--- src/rtl/mem_lsu_if.sv ---
// Data-bus interface between the load/store unit (master) and the memory system (slave).
// The request side holds steady from acceptance until the one-cycle ack.
interface mem_lsu_if;
    logic        dbus_req;
    logic        dbus_we;
    logic [31:0] dbus_addr;
    logic [31:0] dbus_wdata;
    logic [3:0]  dbus_wstrb;
    logic        dbus_ack;
    logic [31:0] dbus_rdata;

    modport master (
        output dbus_req, dbus_we, dbus_addr, dbus_wdata, dbus_wstrb,
        input  dbus_ack, dbus_rdata
    );

    modport slave (
        input  dbus_req, dbus_we, dbus_addr, dbus_wdata, dbus_wstrb,
        output dbus_ack, dbus_rdata
    );
endinterface

--- src/rtl/mem_lsu.sv ---
// MEM stage load/store unit: issues one outstanding data-bus request at a time,
// formats store lanes, extracts load data and writes the MEM/WB register.
module mem_lsu (
    input  logic        clk,
    input  logic        rst_n,
    input  logic        ex_valid,
    input  logic        mem_read,
    input  logic        mem_write,
    input  logic [2:0]  funct3,
    input  logic [31:0] addr,
    input  logic [31:0] store_data,
    input  logic [4:0]  rd,
    input  logic        reg_write,
    mem_lsu_if.master   dbus,
    output logic        stall,
    output logic        wb_valid,
    output logic        wb_reg_write,
    output logic [4:0]  wb_rd,
    output logic [31:0] wb_data,
    output logic        misalign
);

    typedef enum logic {IDLE, BUSY} state_e;
    typedef enum logic [1:0] {SZ_B, SZ_H, SZ_W} size_e;

    function automatic size_e size_of(input logic [2:0] f);
        case (f)
            3'b000, 3'b100: size_of = SZ_B;
            3'b001, 3'b101: size_of = SZ_H;
            default:        size_of = SZ_W;
        endcase
    endfunction

    state_e state, state_nxt;

    // Request registers, held until ack.
    logic        req_q;
    logic        we_q;
    logic [31:0] addr_q;
    logic [31:0] wdata_q;
    logic [3:0]  wstrb_q;

    // Fields needed at ack time to build the writeback.
    size_e       lat_size;
    logic        lat_unsigned;
    logic [1:0]  lat_off;
    logic [4:0]  lat_rd;
    logic        lat_reg_write;
    logic        lat_load;

    // Decode of the instruction currently in EX/MEM.
    size_e       cur_size;
    logic        is_mem_op;
    logic        is_load;
    logic        misaligned;
    logic        accept;
    logic [31:0] st_wdata;
    logic [3:0]  st_wstrb;

    // Load extraction from the returned word.
    logic [7:0]  ld_byte;
    logic [15:0] ld_half;
    logic [31:0] ld_value;

    assign cur_size   = size_of(funct3);
    assign is_mem_op  = ex_valid & (mem_read | mem_write);
    assign is_load    = mem_read;
    assign misaligned = ((cur_size == SZ_H) & addr[0]) |
                        ((cur_size == SZ_W) & (addr[1:0] != 2'b00));
    assign accept     = is_mem_op & ~misaligned;

    // NOTE: every always_comb output gets a default first, so no path leaves
    // a signal unassigned and no latch is inferred.
    always_comb begin
        st_wdata = store_data;
        st_wstrb = 4'b1111;
        case (cur_size)
            SZ_B: begin
                st_wdata = {4{store_data[7:0]}};
                st_wstrb = 4'b0001 << addr[1:0];
            end
            SZ_H: begin
                st_wdata = {2{store_data[15:0]}};
                st_wstrb = addr[1] ? 4'b1100 : 4'b0011;
            end
            default: ;
        endcase
    end

    always_comb begin
        ld_byte  = 8'(dbus.dbus_rdata >> {lat_off, 3'b000});
        ld_half  = lat_off[1] ? dbus.dbus_rdata[31:16] : dbus.dbus_rdata[15:0];
        ld_value = dbus.dbus_rdata;
        case (lat_size)
            SZ_B:    ld_value = lat_unsigned ? {24'h0, ld_byte} : {{24{ld_byte[7]}}, ld_byte};
            SZ_H:    ld_value = lat_unsigned ? {16'h0, ld_half} : {{16{ld_half[15]}}, ld_half};
            default: ;
        endcase
    end

    // NOTE: sequential state uses non-blocking assignments so every flop
    // samples the pre-edge values regardless of statement order.
    always_ff @(posedge clk or negedge rst_n) begin
        if (!rst_n) state <= IDLE;
        else        state <= state_nxt;
    end

    // stall is forced low in reset because ex_valid may be driven while held.
    always_comb begin
        state_nxt = state;
        stall     = 1'b0;
        case (state)
            IDLE: begin
                if (accept) begin
                    state_nxt = BUSY;
                    stall     = 1'b1;
                end
            end
            BUSY: begin
                stall = ~dbus.dbus_ack;
                if (dbus.dbus_ack) state_nxt = IDLE;
            end
            default: state_nxt = IDLE;
        endcase
        if (!rst_n) stall = 1'b0;
    end

    always_ff @(posedge clk or negedge rst_n) begin
        if (!rst_n) begin
            req_q         <= 1'b0;
            we_q          <= 1'b0;
            addr_q        <= '0;
            wdata_q       <= '0;
            wstrb_q       <= '0;
            lat_size      <= SZ_W;
            lat_unsigned  <= 1'b0;
            lat_off       <= '0;
            lat_rd        <= '0;
            lat_reg_write <= 1'b0;
            lat_load      <= 1'b0;
            wb_valid      <= 1'b0;
            wb_reg_write  <= 1'b0;
            wb_rd         <= '0;
            wb_data       <= '0;
            misalign      <= 1'b0;
        end else begin
            misalign <= 1'b0;
            case (state)
                IDLE: begin
                    if (!ex_valid) begin
                        wb_valid     <= 1'b0;
                        wb_reg_write <= 1'b0;
                    end else if (!is_mem_op) begin
                        wb_valid     <= 1'b1;
                        wb_data      <= addr;
                        wb_rd        <= rd;
                        wb_reg_write <= reg_write;
                    end else if (misaligned) begin
                        // Faulting access retires as a non-writing instruction.
                        wb_valid     <= 1'b1;
                        wb_data      <= addr;
                        wb_rd        <= rd;
                        wb_reg_write <= 1'b0;
                        misalign     <= 1'b1;
                    end else begin
                        wb_valid      <= 1'b0;
                        wb_reg_write  <= 1'b0;
                        req_q         <= 1'b1;
                        we_q          <= mem_write & ~is_load;
                        addr_q        <= {addr[31:2], 2'b00};
                        wdata_q       <= is_load ? 32'h0 : st_wdata;
                        wstrb_q       <= is_load ? 4'h0 : st_wstrb;
                        lat_size      <= cur_size;
                        lat_unsigned  <= funct3[2];
                        lat_off       <= addr[1:0];
                        lat_rd        <= rd;
                        lat_reg_write <= reg_write;
                        lat_load      <= is_load;
                    end
                end
                BUSY: begin
                    if (dbus.dbus_ack) begin
                        req_q        <= 1'b0;
                        wb_valid     <= 1'b1;
                        wb_rd        <= lat_rd;
                        wb_data      <= ld_value;
                        wb_reg_write <= lat_load & lat_reg_write;
                    end else begin
                        wb_valid     <= 1'b0;
                    end
                end
                default: ;
            endcase
        end
    end

    assign dbus.dbus_req   = req_q;
    assign dbus.dbus_we    = we_q;
    assign dbus.dbus_addr  = addr_q;
    assign dbus.dbus_wdata = wdata_q;
    assign dbus.dbus_wstrb = wstrb_q;

endmodule

--- src/flat_wrapper.sv ---
// flat-port wrapper written by rule: the top's interface ports become plain ports
module mem_lsu_flat 
  (clk, rst_n, ex_valid, mem_read, mem_write, funct3, addr, store_data, rd, reg_write, stall, wb_valid, wb_reg_write, wb_rd, wb_data, misalign, dbus_dbus_req, dbus_dbus_we, dbus_dbus_addr, dbus_dbus_wdata, dbus_dbus_wstrb, dbus_dbus_ack, dbus_dbus_rdata);
  mem_lsu_if dbus_i ();
  input  logic clk;
  input  logic rst_n;
  input  logic ex_valid;
  input  logic mem_read;
  input  logic mem_write;
  input  logic [2:0] funct3;
  input  logic [31:0] addr;
  input  logic [31:0] store_data;
  input  logic [4:0] rd;
  input  logic reg_write;
  output logic stall;
  output logic wb_valid;
  output logic wb_reg_write;
  output logic [4:0] wb_rd;
  output logic [31:0] wb_data;
  output logic misalign;
  output wire logic [$bits(dbus_i.dbus_req)-1:0] dbus_dbus_req;
  output wire logic [$bits(dbus_i.dbus_we)-1:0] dbus_dbus_we;
  output wire logic [$bits(dbus_i.dbus_addr)-1:0] dbus_dbus_addr;
  output wire logic [$bits(dbus_i.dbus_wdata)-1:0] dbus_dbus_wdata;
  output wire logic [$bits(dbus_i.dbus_wstrb)-1:0] dbus_dbus_wstrb;
  input wire logic [$bits(dbus_i.dbus_ack)-1:0] dbus_dbus_ack;
  input wire logic [$bits(dbus_i.dbus_rdata)-1:0] dbus_dbus_rdata;
  assign dbus_dbus_req = dbus_i.dbus_req;
  assign dbus_dbus_we = dbus_i.dbus_we;
  assign dbus_dbus_addr = dbus_i.dbus_addr;
  assign dbus_dbus_wdata = dbus_i.dbus_wdata;
  assign dbus_dbus_wstrb = dbus_i.dbus_wstrb;
  assign dbus_i.dbus_ack = dbus_dbus_ack;
  assign dbus_i.dbus_rdata = dbus_dbus_rdata;
  mem_lsu u_core (.clk(clk), .rst_n(rst_n), .ex_valid(ex_valid), .mem_read(mem_read), .mem_write(mem_write), .funct3(funct3), .addr(addr), .store_data(store_data), .rd(rd), .reg_write(reg_write), .dbus(dbus_i), .stall(stall), .wb_valid(wb_valid), .wb_reg_write(wb_reg_write), .wb_rd(wb_rd), .wb_data(wb_data), .misalign(misalign));
endmodule
--- config.mk ---
export PLATFORM = sky130hd
export DESIGN_NAME = mem_lsu_flat
export DESIGN_NICKNAME = d
export VERILOG_FILES = /design/src/rtl/mem_lsu_if.sv /design/src/rtl/mem_lsu.sv /design/src/flat_wrapper.sv
export SDC_FILE = /design/constraint.sdc
export NUM_CORES = 1
export LEC_CHECK = 0
export ABC_AREA = 1
export BUFFER_PORTS_ARGS = -buffer_cell sky130_fd_sc_hd__buf_4
export CORE_ASPECT_RATIO = 1.2
export CORE_UTILIZATION = 51
export CTS_BUF_LIST = sky130_fd_sc_hd__clkbuf_8
export CTS_CLUSTER_DIAMETER = 60
export CTS_CLUSTER_SIZE = 12
export DETAILED_ROUTE_END_ITERATION = 7
export PLACE_DENSITY = 0.82
export RECOVER_POWER = 50
export SYNTH_ARGS = -nofsm -noshare
export SYNTH_HDL_FRONTEND = slang
export SYNTH_SLANG_ARGS = --single-unit
export TNS_END_PERCENT = 1
--- constraint.sdc ---
create_clock -name clk -period 1.73 [get_ports clk]
set_input_delay 0.346 -clock clk [delete_from_list [all_inputs] [get_ports clk]]
set_output_delay 0.346 -clock clk [all_outputs]
set_load 0.005 [all_outputs]
## Word-level counts from Yosys, hierarchy flattened

Index checks and enable logic that the tools add are counted.

| cells by class | value |
|---|---|
| eq/ne operators | 11 |
| shift operators | 2 |
| multiplexer cells | 42 |
| bitwise logic cells | 12 |
| reductions and logical operators | 9 |

Operators with widths:

| cell | number |
|---|---|
| two-way mux 32 bit | 7 |
| case mux 32 bit (2 select lines) | 3 |
| >> shifter 32 x 5 -> 8 bit | 1 |
| two-way mux 5 bit | 4 |
| two-way mux 1 bit | 17 |
| two-way mux 16 bit | 1 |
| case mux 1 bit (2 select lines) | 5 |
| case mux 5 bit (2 select lines) | 1 |
| two-way mux 4 bit | 2 |
| case mux 4 bit (2 select lines) | 1 |
| AND reduction 4 bit | 2 |
| AND 1 bit | 6 |
| == test 3 bit, second input constant | 2 |
| != test 2 bit, second input constant | 3 |
| == test 2 x 1 -> 1 bit, second input constant | 2 |
| zero test 2 bit | 2 |
| NOT 1 bit | 4 |
| case mux 2 bit (2 select lines) | 1 |
| OR reduction 2 bit | 2 |
| << shifter 1 x 2 -> 4 bit, first input constant | 1 |
| == test 3 x 1 -> 1 bit, second input constant | 1 |
| zero test 3 bit | 1 |
| != test 3 bit, second input constant | 1 |
| AND reduction 3 bit | 1 |
| other kinds (4) | 5 |

| storage, ports and cells | value |
|---|---|
| register bits | 121 |
| output and inout port bits | 111 |
| logic and storage cells | 93 |

## Logic depth before layout (Yosys ltp)

Gate-level depths: netlist of run 1.

| logic depth | value |
|---|---|
| depth in word-level cells | 11 |
| depth in mapped cells | 13 |
| mapped depth without buffers | 11 |

## Worst setup path after synthesis of run 1

No wires, ideal clock.

| timing | value |
|---|---|
| kind | register to register |
| start point | register u_core.lat_size[1] |
| end point | register u_core.wb_data[15] |
| arrival time | 1.415 ns |
| data required time | 1.610 ns |
| setup slack | 0.195 ns |
| stages on the path, launching flop included | 12 |
| path through | dfstp_2 -> buf_2 -> inv_2 -> nand2_2 -> nor2_4 -> nand2_1 -> nand2_1 -> nand2_2 -> buf_2 -> nand3_1 -> nand2_1 -> a21oi_2 |

| on the way | value |
|---|---|
| word-level cells in the longest chain between the ends | 4 |
| elaborated cells on any way between the ends | 5 |
| classes of those cells | 1 x eq/ne; 3 x mux; 1 x reduce/logical |

RTL lines:

| what | line | source |
|---|---|---|
| from (decl) | mem_lsu.sv:44 | `size_e lat_size;` |
| from (signal assigned) | mem_lsu.sv:173 | `lat_size <= cur_size;` |
| == test 2 x 1 -> 1 bit or zero test 2 bit (tied branches) | mem_lsu.sv:94 | `case (lat_size)` |
| case mux 32 bit (2 select lines) * | mem_lsu.sv:94 |  |
| two-way mux 32 bit * | mem_lsu.sv:182 | `if (dbus.dbus_ack) begin` |
| case mux 32 bit (2 select lines) * | mem_lsu.sv:148 | `case (state)` |
| to (signal assigned) | mem_lsu.sv:155 | `wb_data <= addr;` |
| to (signal assigned) | mem_lsu.sv:161 | `wb_data <= addr;` |
| to (signal assigned) | mem_lsu.sv:186 | `wb_data <= ld_value;` |
| to (decl) | mem_lsu.sv:19 | `output logic [31:0] wb_data,` |

Mark *: on every way between the ends. The rest lies on a longest branch, timed or not. The select of a mux whose other input is x is not followed.
A chain may end at the register's enable or synchronous reset.

## Final worst setup path of run 1

| timing | value |
|---|---|
| start point | register u_core.state |
| end point | output stall |

| on the way | value |
|---|---|
| word-level cells in the longest chain between the ends | 3 |

RTL lines:

| what | line | source |
|---|---|---|
| from (decl) | mem_lsu.sv:34 | `state_e state, state_nxt;` |
| from (signal assigned) | mem_lsu.sv:105 | `else state <= state_nxt;` |
| NOT 1 bit (no source line) | n/a |  |
| case mux 1 bit (2 select lines) * | mem_lsu.sv:112 | `case (state)` |
| two-way mux 1 bit * | mem_lsu.sv:125 | `if (!rst_n) stall = 1'b0;` |
| to (decl) | flat_wrapper.sv:15 | `output logic stall;` |

Mark *: on every way between the ends. The rest lies on a longest branch, timed or not.

==> tab_implementation.tex, run 1 <==
\begin{tabular}{lr}
\hline
Metric & Value \\
\hline
\multicolumn{2}{l}{\textbf{Setup path}} \\
Cell-by-cell trace of the critical path & inv\_2, nand2\_4, nor2\_4, nand2\_4, a21boi\_2, buf\_4 \\
Largest delay share family, worst path & flip-flops \\
End of the worst register-to-register path & u\_core.wb\_data[5]\$\_DFFE\_PN0P\_ \\
Top cell by count, worst path & nand2\_4 \\
Setup CP Type & flip-flop to output pin \\
Setup slack on the worst flop-to-flop path & about 0.06 ns \\
R2R depth & 10 \\
Number of buffers and inverters on the critical path & 2 \\
Crit-path max FO & 3 \\
First element of the critical path & u\_core.state\$\_DFF\_PN0\_ \\
Element type at the critical path end & output pin \\
Arrival time of the worst setup path & around 1.4 ns \\
Required time worst endpoint & about 1.4 ns \\
Cell with the biggest individual delay on the critical path & dfrtp\_1 \\
Longest individual stage delay on the worst path & about 0.40 ns \\
Worst Setup Start Kind & flip-flop \\
Reg2Reg Launch Point & u\_core.state\$\_DFF\_PN0\_ \\
\multicolumn{2}{l}{\textbf{Synth}} \\
Most instantiated flip-flop cell in the synthesis netlist & dfrtp\_1 \\
Most numerous cell in the Yosys netlist & nand2\_1 \\
Total standard cell area after synthesis & around 6000 sq um \\
Cell count after synthesis & 760 \\
Most instantiated cells after synthesis & 287 x nand2\_1, 120 x dfrtp\_1, 80 x o21ai\_0, 56 x nor2\_1, 43 x inv\_1 \\
Number of enable-type register cells in the synthesized netlist & 0 \\
Fraction of synthesized cell area in xor and xnor cells & 0\% \\
Fraction of synthesized area in multiplexers & 0\% \\
Dominant combinational cell family by area after synthesis & simple AND/OR/NAND/NOR gates \\
Yosys reg bits & approximately 120 \\
Share of the synthesized area in compound gates (AO/OA/AOI/OAI) & $\sim$17\% \\
Proportion of netlist area held by the largest area contributor & approximately half \\
Share of flip-flops with an asynchronous set or reset after synthesis & 100\% \\
Syn Area/Cell & a little under 8 sq um \\
Part of the Yosys area used for sequential elements & 50.4\% \\
Synthesis Warnings & 0 \\
Number of distinct library cell variants in the gate-level netlist after synthesis & 33 \\
Post-Synth Simple-Gate Area & around 25\% \\
Area leader, netlist & dfrtp\_1 \\
Area share of fa/ha/maj cells after synthesis & 0\% \\
Main area contributors after synthesis & dfrtp\_1 50\%, nand2\_1 18\%, o21ai\_0 6.7\% \\
\multicolumn{2}{l}{\textbf{Route}} \\
Via density & around 5.3 \\
Routed len/inst & approximately 16 microns \\
DRC & 0 \\
Length of the first detailed-routing pass in iterations & 5 \\
Number of vias after detailed routing & 6073 \\
Antenna Nets Post-Route & 0 \\
Number of design-rule violations left by the first detailed-router iteration & approximately 400 \\
Wire length after detailed routing & $\sim$18 mm \\
\multicolumn{2}{l}{\textbf{STA}} \\
Actual transition at the worst max-transition pin & between 1.5 and 2 ns \\
Normalized max-slew margin & -8.32\% \\
Number of hold-slack violations in the final timing report & 0 \\
Final Cycle Share & 103\% \\
Max-slew violation total from the final report & between 100 and 150 \\
Tmin final & 1.78 ns \\
Final setup violation count & 1 \\
Worst Setup Slack, final & -0.0498 ns \\
RSZ-0062 raised after global routing & true \\
Setup\_tns & -0.0498 ns \\
Setup Skew & roughly 0.0065 ns \\
Achievable Freq & about 560 MHz \\
\multicolumn{2}{l}{\textbf{Clocking}} \\
Clock Tree Buf Depth & 2 \\
Number of hold buffers added after CTS & 0 \\
CTS buffer count & 17 \\
CTS Root Cell & clkbuf\_8 \\
Clock tree from TritonCTS & done \\
CTS sink cnt & approximately 120 \\
Latest clock arrival within the worst-skew pair & 0.44 ns \\
Level count of the clock H-tree & 4 \\
Post-CTS clock slew at the launch and capture registers of the worst setup and hold paths & 0.07 ns \\
\multicolumn{2}{l}{\textbf{Global route}} \\
Initial antenna violation count & 0 \\
Maximum number of pins on one net before global-route repair & approximately 120 \\
Global-route wire length before repair & slightly below 30 mm \\
Gr usage total & between 30 and 40\% \\
GR Overflow Total & 0 \\
Vias in the first global route & between 5000 and 6000 \\
\multicolumn{2}{l}{\textbf{Layout}} \\
Post-route design area & 8290 sq um \\
Filler cells & 964 \\
Post-layout utilization of the core & 72.0\% \\
Sequential Area & slightly above 3000 sq um \\
Synth-to-Final Area Change & 37.9\% \\
Diodes inserted & 0 \\
Share of cells above drive strength 1 & a little under a third \\
Fin cells & around 1100 \\
Multi-input logic area & 2570 sq um \\
Layout net count & 1088 \\
\multicolumn{2}{l}{\textbf{Pwr}} \\
Fraction of power spent switching nets & between 30\% and 40\% \\
Leakage power figure & roughly 4.4 nW \\
Peak VDD IR & approximately 530 uV \\
Proportion of power drawn by combinational gates & between 30\% and 40\% \\
Switching power & about 3.4 mW \\
Cell-internal power & 6.70 mW \\
Clock network fraction of design power & between 20 and 30\% \\
Flop pwr share & roughly two fifths \\
Power per Cell Area & between 1000 and 1500 nW/um\^{}2 \\
\multicolumn{2}{l}{\textbf{Placement}} \\
Global placement routability congestion & 0.894 \\
Dpl hpwl & 13.1 mm \\
Worst setup timing slack at the placement stage & $\sim$0.098 ns \\
Placed cell area & 7830 sq um \\
Buffers on Ports & 219 \\
Cells after DPL & approximately 1100 \\
\multicolumn{2}{l}{\textbf{Floorplan}} \\
Standard-cell rows & 43 \\
I/O Pins & about 220 \\
Effective utilization at floorplan & 52.2\% \\
DIE WIDTH & between 100 and 150 microns \\
Floorplan core area & approximately 12000 sq um \\
Die ar. & between 10000 and 15000 sq um \\
Die outline height & around 120 microns \\
\multicolumn{2}{l}{\textbf{Min path}} \\
Min-delay src & reg\_write \\
Endpoint of the worst hold path & u\_core.lat\_reg\_write\$\_DFFE\_PN0P\_ \\
Hold path cells & 3 \\
HP Class & primary input to flip-flop \\
\multicolumn{2}{l}{\textbf{Run}} \\
Maxcap violations & 1 \\
\multicolumn{2}{l}{\textbf{Status}} \\
Status & finished with violations \\
Failing checks & capacitance limit, slew limit, setup timing \\
\hline
\end{tabular}
-- registers in the layout, indices dropped and copies added, names as in the netlist --
signal	cells
u_core.dbus.dbus_addr	30
u_core.dbus.dbus_req	1
u_core.dbus.dbus_wdata	32
u_core.dbus.dbus_we	1
u_core.dbus.dbus_wstrb	4
u_core.lat_load	1
u_core.lat_off	2
u_core.lat_rd	5
u_core.lat_reg_write	1
u_core.lat_size	2
u_core.lat_unsigned	1
u_core.misalign	1
u_core.state	1
u_core.wb_data	32
u_core.wb_rd	5
u_core.wb_reg_write	1
u_core.wb_valid	1
-- routing by layer --
layer	global-route usage (%)	up-vias	share of wire, %
met3	7.83	52	9.4
met2	52.6	325	50
met1	36.6	2819	37
li1	-	2877	-
met4	13.7	0	3.4
met5	0	-	0
-- logic make-up (layout without fill, tap and decap cells) --
family	after synthesis	in the layout
and+or+nand+nor	380	380
AOI/OAI and AO/OA	163	163
DFF	121	121
buffers and inverters	95	324
other	1	2
-- power groups by stage --
stage	Sequential, mW	Combinational [mW]	Clock [mW]
2_1_floorplan	3.98	1.65	0
3_3_place_gp	3.98	3.29	0
3_5_place_dp	3.99	3.40	0
4_1_cts	3.95	3.42	2.75
5_1_grt	4.03	3.79	2.88
6_report	3.96	3.42	2.72
-- worst max-delay path by stage --
stage	endpoint	slack (ns)	cells past startpoint
2_1_floorplan	u_core.wb_data[15]$_DFFE_PN0P_	0.19	11
3_3_place_gp	stall	0.15	7
3_5_place_dp	u_core.wb_data[6]$_DFFE_PN0P_	0.1	10
4_1_cts	stall	-0.08	4
5_1_grt	stall	-0.11	6
6_report	stall	-0.05	6
-- worst min-delay path, stage by stage --
cell and delay, ns:
buf_4 0.09, nand2_1 0.05, nand2_1 0.05
-- stage by stage --
step           power [mW]  hold slack, ns
5_1_grt              10.7           0.130
3_5_place_dp         7.39           0.473
3_3_place_gp         7.27           0.467
6_report             10.1           0.128
2_1_floorplan        5.63          0.0504
4_1_cts              10.1          0.0525
-- placed cells by master, fill, tap and decap left out, types with 2 or more instances in the layout --
cell type,Yosys,routed
a31oi_4,7,7
dfrtp_1,120,120
nor2_4,2,3
clkbuf_8,0,19
o21ai_0,80,80
o21ai_1,26,26
buf_12,0,4
o22ai_1,5,5
a31oi_1,3,3
nand3_1,25,25
inv_1,43,43
o221ai_1,4,4
nand2_2,4,4
a21oi_1,22,22
a21oi_2,10,10
clkinv_4,0,4
nor2_1,56,54
inv_6,0,2
conb_1,1,2
a31oi_2,3,3
buf_4,4,235
inv_2,4,4
nand2_1,287,286
nand2_4,2,3
bufinv_16,0,3
clkinvlp_4,0,4
-- cell type report --
class | count | area share [%]
clock buffer | 19 | 3.15
clock inverter | 13 | 2.04
inverter | 50 | 2.35
multi-input combinational | 545 | 31.1
sequential | 121 | 36.5
tap | 157 | 2.37
timing repair buffer | 242 | 22.5
-- timing repair --
action                     in CTS  in global routing
setup endpoints to repair       1                 27
setup buffers                   2                  0
pin swaps                       3                  2
resized for setup               6                  4
Note: power is estimated with default switching activity, not from simulation.
==> run 2: changes to the inputs <==
--- a/config.mk
+++ b/config.mk
@@ -7,13 +7,14 @@
 export LEC_CHECK = 0
 export ABC_AREA = 1
 export BUFFER_PORTS_ARGS = -buffer_cell sky130_fd_sc_hd__buf_4
+export CELL_PAD_IN_SITES_DETAIL_PLACEMENT = 0
+export CELL_PAD_IN_SITES_GLOBAL_PLACEMENT = 1
 export CORE_ASPECT_RATIO = 1.2
-export CORE_UTILIZATION = 51
+export CORE_UTILIZATION = 36
 export CTS_BUF_LIST = sky130_fd_sc_hd__clkbuf_8
 export CTS_CLUSTER_DIAMETER = 60
-export CTS_CLUSTER_SIZE = 12
 export DETAILED_ROUTE_END_ITERATION = 7
-export PLACE_DENSITY = 0.82
+export PLACE_DENSITY_LB_ADDON = 0.1
 export RECOVER_POWER = 50
 export SYNTH_ARGS = -nofsm -noshare
 export SYNTH_HDL_FRONTEND = slang
==> constraint.sdc (replaced) <==
create_clock -name clk -period 1.73 [get_ports clk]
set_input_delay 0.346 -clock clk [delete_from_list [all_inputs] [get_ports clk]]
set_output_delay 0.346 -clock clk [all_outputs]
set_load 0.01 [all_outputs]
==> tab_implementation.tex, run 2 (synthesis results as in run 1) <==
\begin{tabular}{lr}
\hline
Metric & Value \\
\hline
\multicolumn{2}{l}{\textbf{Status}} \\
Status & finished with violations (unchanged) \\
Failing checks & capacitance limit, slew limit, setup timing (unchanged) \\
\multicolumn{2}{l}{\textbf{Clocking}} \\
Clock Tree Buf Depth & 2 (unchanged) \\
Latest clock arrival within the worst-skew pair & 0.45 ns (was 0.44 ns) \\
Level count of the clock H-tree & 4 (unchanged) \\
CTS buffer count & 17 (unchanged) \\
Clock tree from TritonCTS & done (unchanged) \\
CTS sink cnt & 121 (unchanged) \\
Post-CTS clock slew at the launch and capture registers of the worst setup and hold paths & 0.07 ns (about the same) \\
CTS Root Cell & clkbuf\_8 (unchanged) \\
\multicolumn{2}{l}{\textbf{Run}} \\
Maxcap violations & 1 (unchanged) \\
\multicolumn{2}{l}{\textbf{Setup path}} \\
Crit-path max FO & 3 (unchanged) \\
Cell-by-cell trace of the critical path & inv\_2, nand2\_4, nor2\_4, nand2\_4, a21boi\_2, buf\_4 (unchanged) \\
First element of the critical path & u\_core.state\$\_DFF\_PN0\_ (unchanged) \\
Number of buffers and inverters on the critical path & 2 (unchanged) \\
Element type at the critical path end & output pin (unchanged) \\
Longest individual stage delay on the worst path & 0.39 ns (was 0.40 ns) \\
Cell with the biggest individual delay on the critical path & dfrtp\_1 (unchanged) \\
Setup slack on the worst flop-to-flop path & 0.14 ns (was 0.06 ns) \\
Largest delay share family, worst path & flip-flops (unchanged) \\
Required time worst endpoint & 1.38 ns (about the same) \\
Setup CP Type & flip-flop to output pin (unchanged) \\
Arrival time of the worst setup path & 1.42 ns (was 1.43 ns) \\
Worst Setup Start Kind & flip-flop (unchanged) \\
Reg2Reg Launch Point & u\_core.lat\_size[1]\$\_DFFE\_PN1P\_ (was u\_core.state\$\_DFF\_PN0\_) \\
Top cell by count, worst path & nand2\_4 (unchanged) \\
\multicolumn{2}{l}{\textbf{Layout}} \\
Synth-to-Final Area Change & 39.1\% (was 37.9\%) \\
Layout net count & 1089 (was 1088) \\
Diodes inserted & 0 (unchanged) \\
Commonest non-fill, non-tap cell in the layout & nand2\_1 (unchanged) \\
Post-layout utilization of the core & 51.4\% (was 72.0\%) \\
Most used cells in the layout excluding fill and tap cells & 286 x nand2\_1, 239 x buf\_4, 119 x dfrtp\_1 (was 286 x nand2\_1, 235 x buf\_4, 120 x dfrtp\_1) \\
Fin cells & 1203 (was 1147) \\
Share of cells above drive strength 1 & 32.0\% (was 31.7\%) \\
\multicolumn{2}{l}{\textbf{Global route}} \\
Vias in the first global route & 5833 (was 5909) \\
Gr usage total & 22.5\% (was 30.9\%) \\
GR Overflow Total & 0 (unchanged) \\
Maximum number of pins on one net before global-route repair & 122 (unchanged) \\
Global-route wire length before repair & 29.8 mm (was 28.8 mm) \\
Initial antenna violation count & 0 (unchanged) \\
\multicolumn{2}{l}{\textbf{Pwr}} \\
Clock network fraction of design power & 26.7\% (was 26.9\%) \\
Leakage power figure & 4.36 nW (was 4.35 nW) \\
Cell-internal power & 6.73 mW (was 6.70 mW) \\
Power per Cell Area & 1240 nW/um\^{}2 (was 1220 nW/um\^{}2) \\
Flop pwr share & 38.1\% (was 39.2\%) \\
Proportion of power drawn by combinational gates & 35.2\% (was 33.9\%) \\
Fraction of power spent switching nets & 35.2\% (was 33.6\%) \\
Switching power & 3.65 mW (was 3.39 mW) \\
Peak VDD IR & 594 uV (was 534 uV) \\
\multicolumn{2}{l}{\textbf{Placement}} \\
Dpl hpwl & 14.0 mm (was 13.1 mm) \\
Global placement routability congestion & 0.852 (was 0.894) \\
Worst setup timing slack at the placement stage & 0.111 ns (was 0.0982 ns) \\
Cells after DPL & 1170 (was 1113) \\
Buffers on Ports & 219 (unchanged) \\
\multicolumn{2}{l}{\textbf{Floorplan}} \\
I/O Pins & 222 (unchanged) \\
Die outline height & 144 microns (was 121 microns) \\
Die ar. & 17200 sq um (was 12200 sq um) \\
Standard-cell rows & 51 (was 43) \\
DIE WIDTH & 120 microns (was 101 microns) \\
Effective utilization at floorplan & 37.0\% (was 52.2\%) \\
Floorplan core area & 16300 sq um (was 11500 sq um) \\
\multicolumn{2}{l}{\textbf{STA}} \\
Final setup violation count & 1 (unchanged) \\
Actual transition at the worst max-transition pin & 1.56 ns (was 1.62 ns) \\
Number of hold-slack violations in the final timing report & 0 (unchanged) \\
Tmin final & 1.76 ns (was 1.78 ns) \\
Setup Skew & 0.0111 ns (was 0.00652 ns) \\
RSZ-0062 raised after global routing & true (unchanged) \\
Worst Setup Slack, final & -0.0349 ns (was -0.0498 ns) \\
Achievable Freq & 567 MHz (was 562 MHz) \\
Normalized max-slew margin & -3.91\% (was -8.32\%) \\
Max-slew violation total from the final report & 122 (unchanged) \\
Final Cycle Share & 102\% (was 103\%) \\
\multicolumn{2}{l}{\textbf{Route}} \\
Length of the first detailed-routing pass in iterations & 4 (was 5) \\
DRC & 0 (unchanged) \\
Number of vias after detailed routing & 5921 (was 6073) \\
Wire length after detailed routing & 19.0 mm (was 18.2 mm) \\
Antenna Nets Post-Route & 0 (unchanged) \\
Via density & 4.92 (was 5.29) \\
Routed len/inst & 15.8 microns (was 15.9 microns) \\
Number of design-rule violations left by the first detailed-router iteration & 252 (was 397) \\
\multicolumn{2}{l}{\textbf{Min path}} \\
HP Class & primary input to flip-flop (unchanged) \\
Min-delay src & funct3[2] (was reg\_write) \\
\hline
\end{tabular}
-- run 2: timing repair --
item | CTS | global route
gates resized for setup | 6 | 5
pin swaps | 3 | 2
endpoints found under the setup margin | 1 | 22
endpoints found under the hold margin | 0 | 0
buffers inserted | 1 | 0
hold buffers | 0 | 0
-- run 2: layout make-up --
class | instances | area, sq um
fill | 1637 | 7900
sequential | 121 | 3030
multi-input combinational | 545 | 2570
timing repair buffer | 243 | 1870
tap | 212 | 265
clock buffer | 19 | 262
inverter | 50 | 198
clock inverter | 13 | 168
-- run 2: per-stage QoR --
stage	instance area, sq um	hold slack (ns)	TNS (ns)	total power [mW]
global placement	7920	0.467	0	7.62
floorplan	6020	0.0504	0	5.87
CTS	8370	0.0563	-0.101	10.5
finish	8370	0.120	-0.0349	10.4
detailed placement	7920	0.468	0	7.69
global route	8370	0.102	-0.243	11.1
-- run 2: worst register-to-register path, cell delays in order, from the launching register on --
cell and delay, ns:
dfstp_2 0.58, inv_2 0.04, nand2_2 0.11, nor2_4 0.07
nand2_1 0.06, nand2_1 0.09, a21boi_0 0.32, nand2_1 0.09
nand2_1 0.08, nand2_1 0.05
-- run 2: power by group through the flow --
stage	sequential [mW]	clock [mW]	combinational, mW
2_1_floorplan	4.22	0	1.65
3_3_place_gp	3.99	0	3.63
3_5_place_dp	4.00	0	3.69
4_1_cts	3.96	2.84	3.71
5_1_grt	4.04	2.97	4.06
6_report	3.96	2.77	3.66
-- run 2: final timing paths --
path	cells past startpoint	end
setup reg to reg	9	u_core.wb_data[23]$_DFFE_PN0P_
setup / recovery	6	stall
min in group asynchronous	2	u_core.dbus.dbus_addr[21]$_DFFE_PN0P_
hold / removal	3	u_core.lat_unsigned$_DFFE_PN0P_
max in group asynchronous	2	u_core.lat_off[1]$_DFFE_PN0P_
hold reg to reg	2	u_core.wb_data[8]$_DFFE_PN0P_
-- run 2: routing by layer --
| metal | track usage, % | part of all wire, % | vias to the layer above |
|---|---|---|---|
| met5 | 0 | 0 | - |
| met4 | 8.03 | 1.9 | 0 |
| met3 | 6.43 | 7.2 | 31 |
| met2 | 39.2 | 51 | 203 |
| met1 | 26.4 | 40 | 2807 |
| li1 | - | - | 2880 |
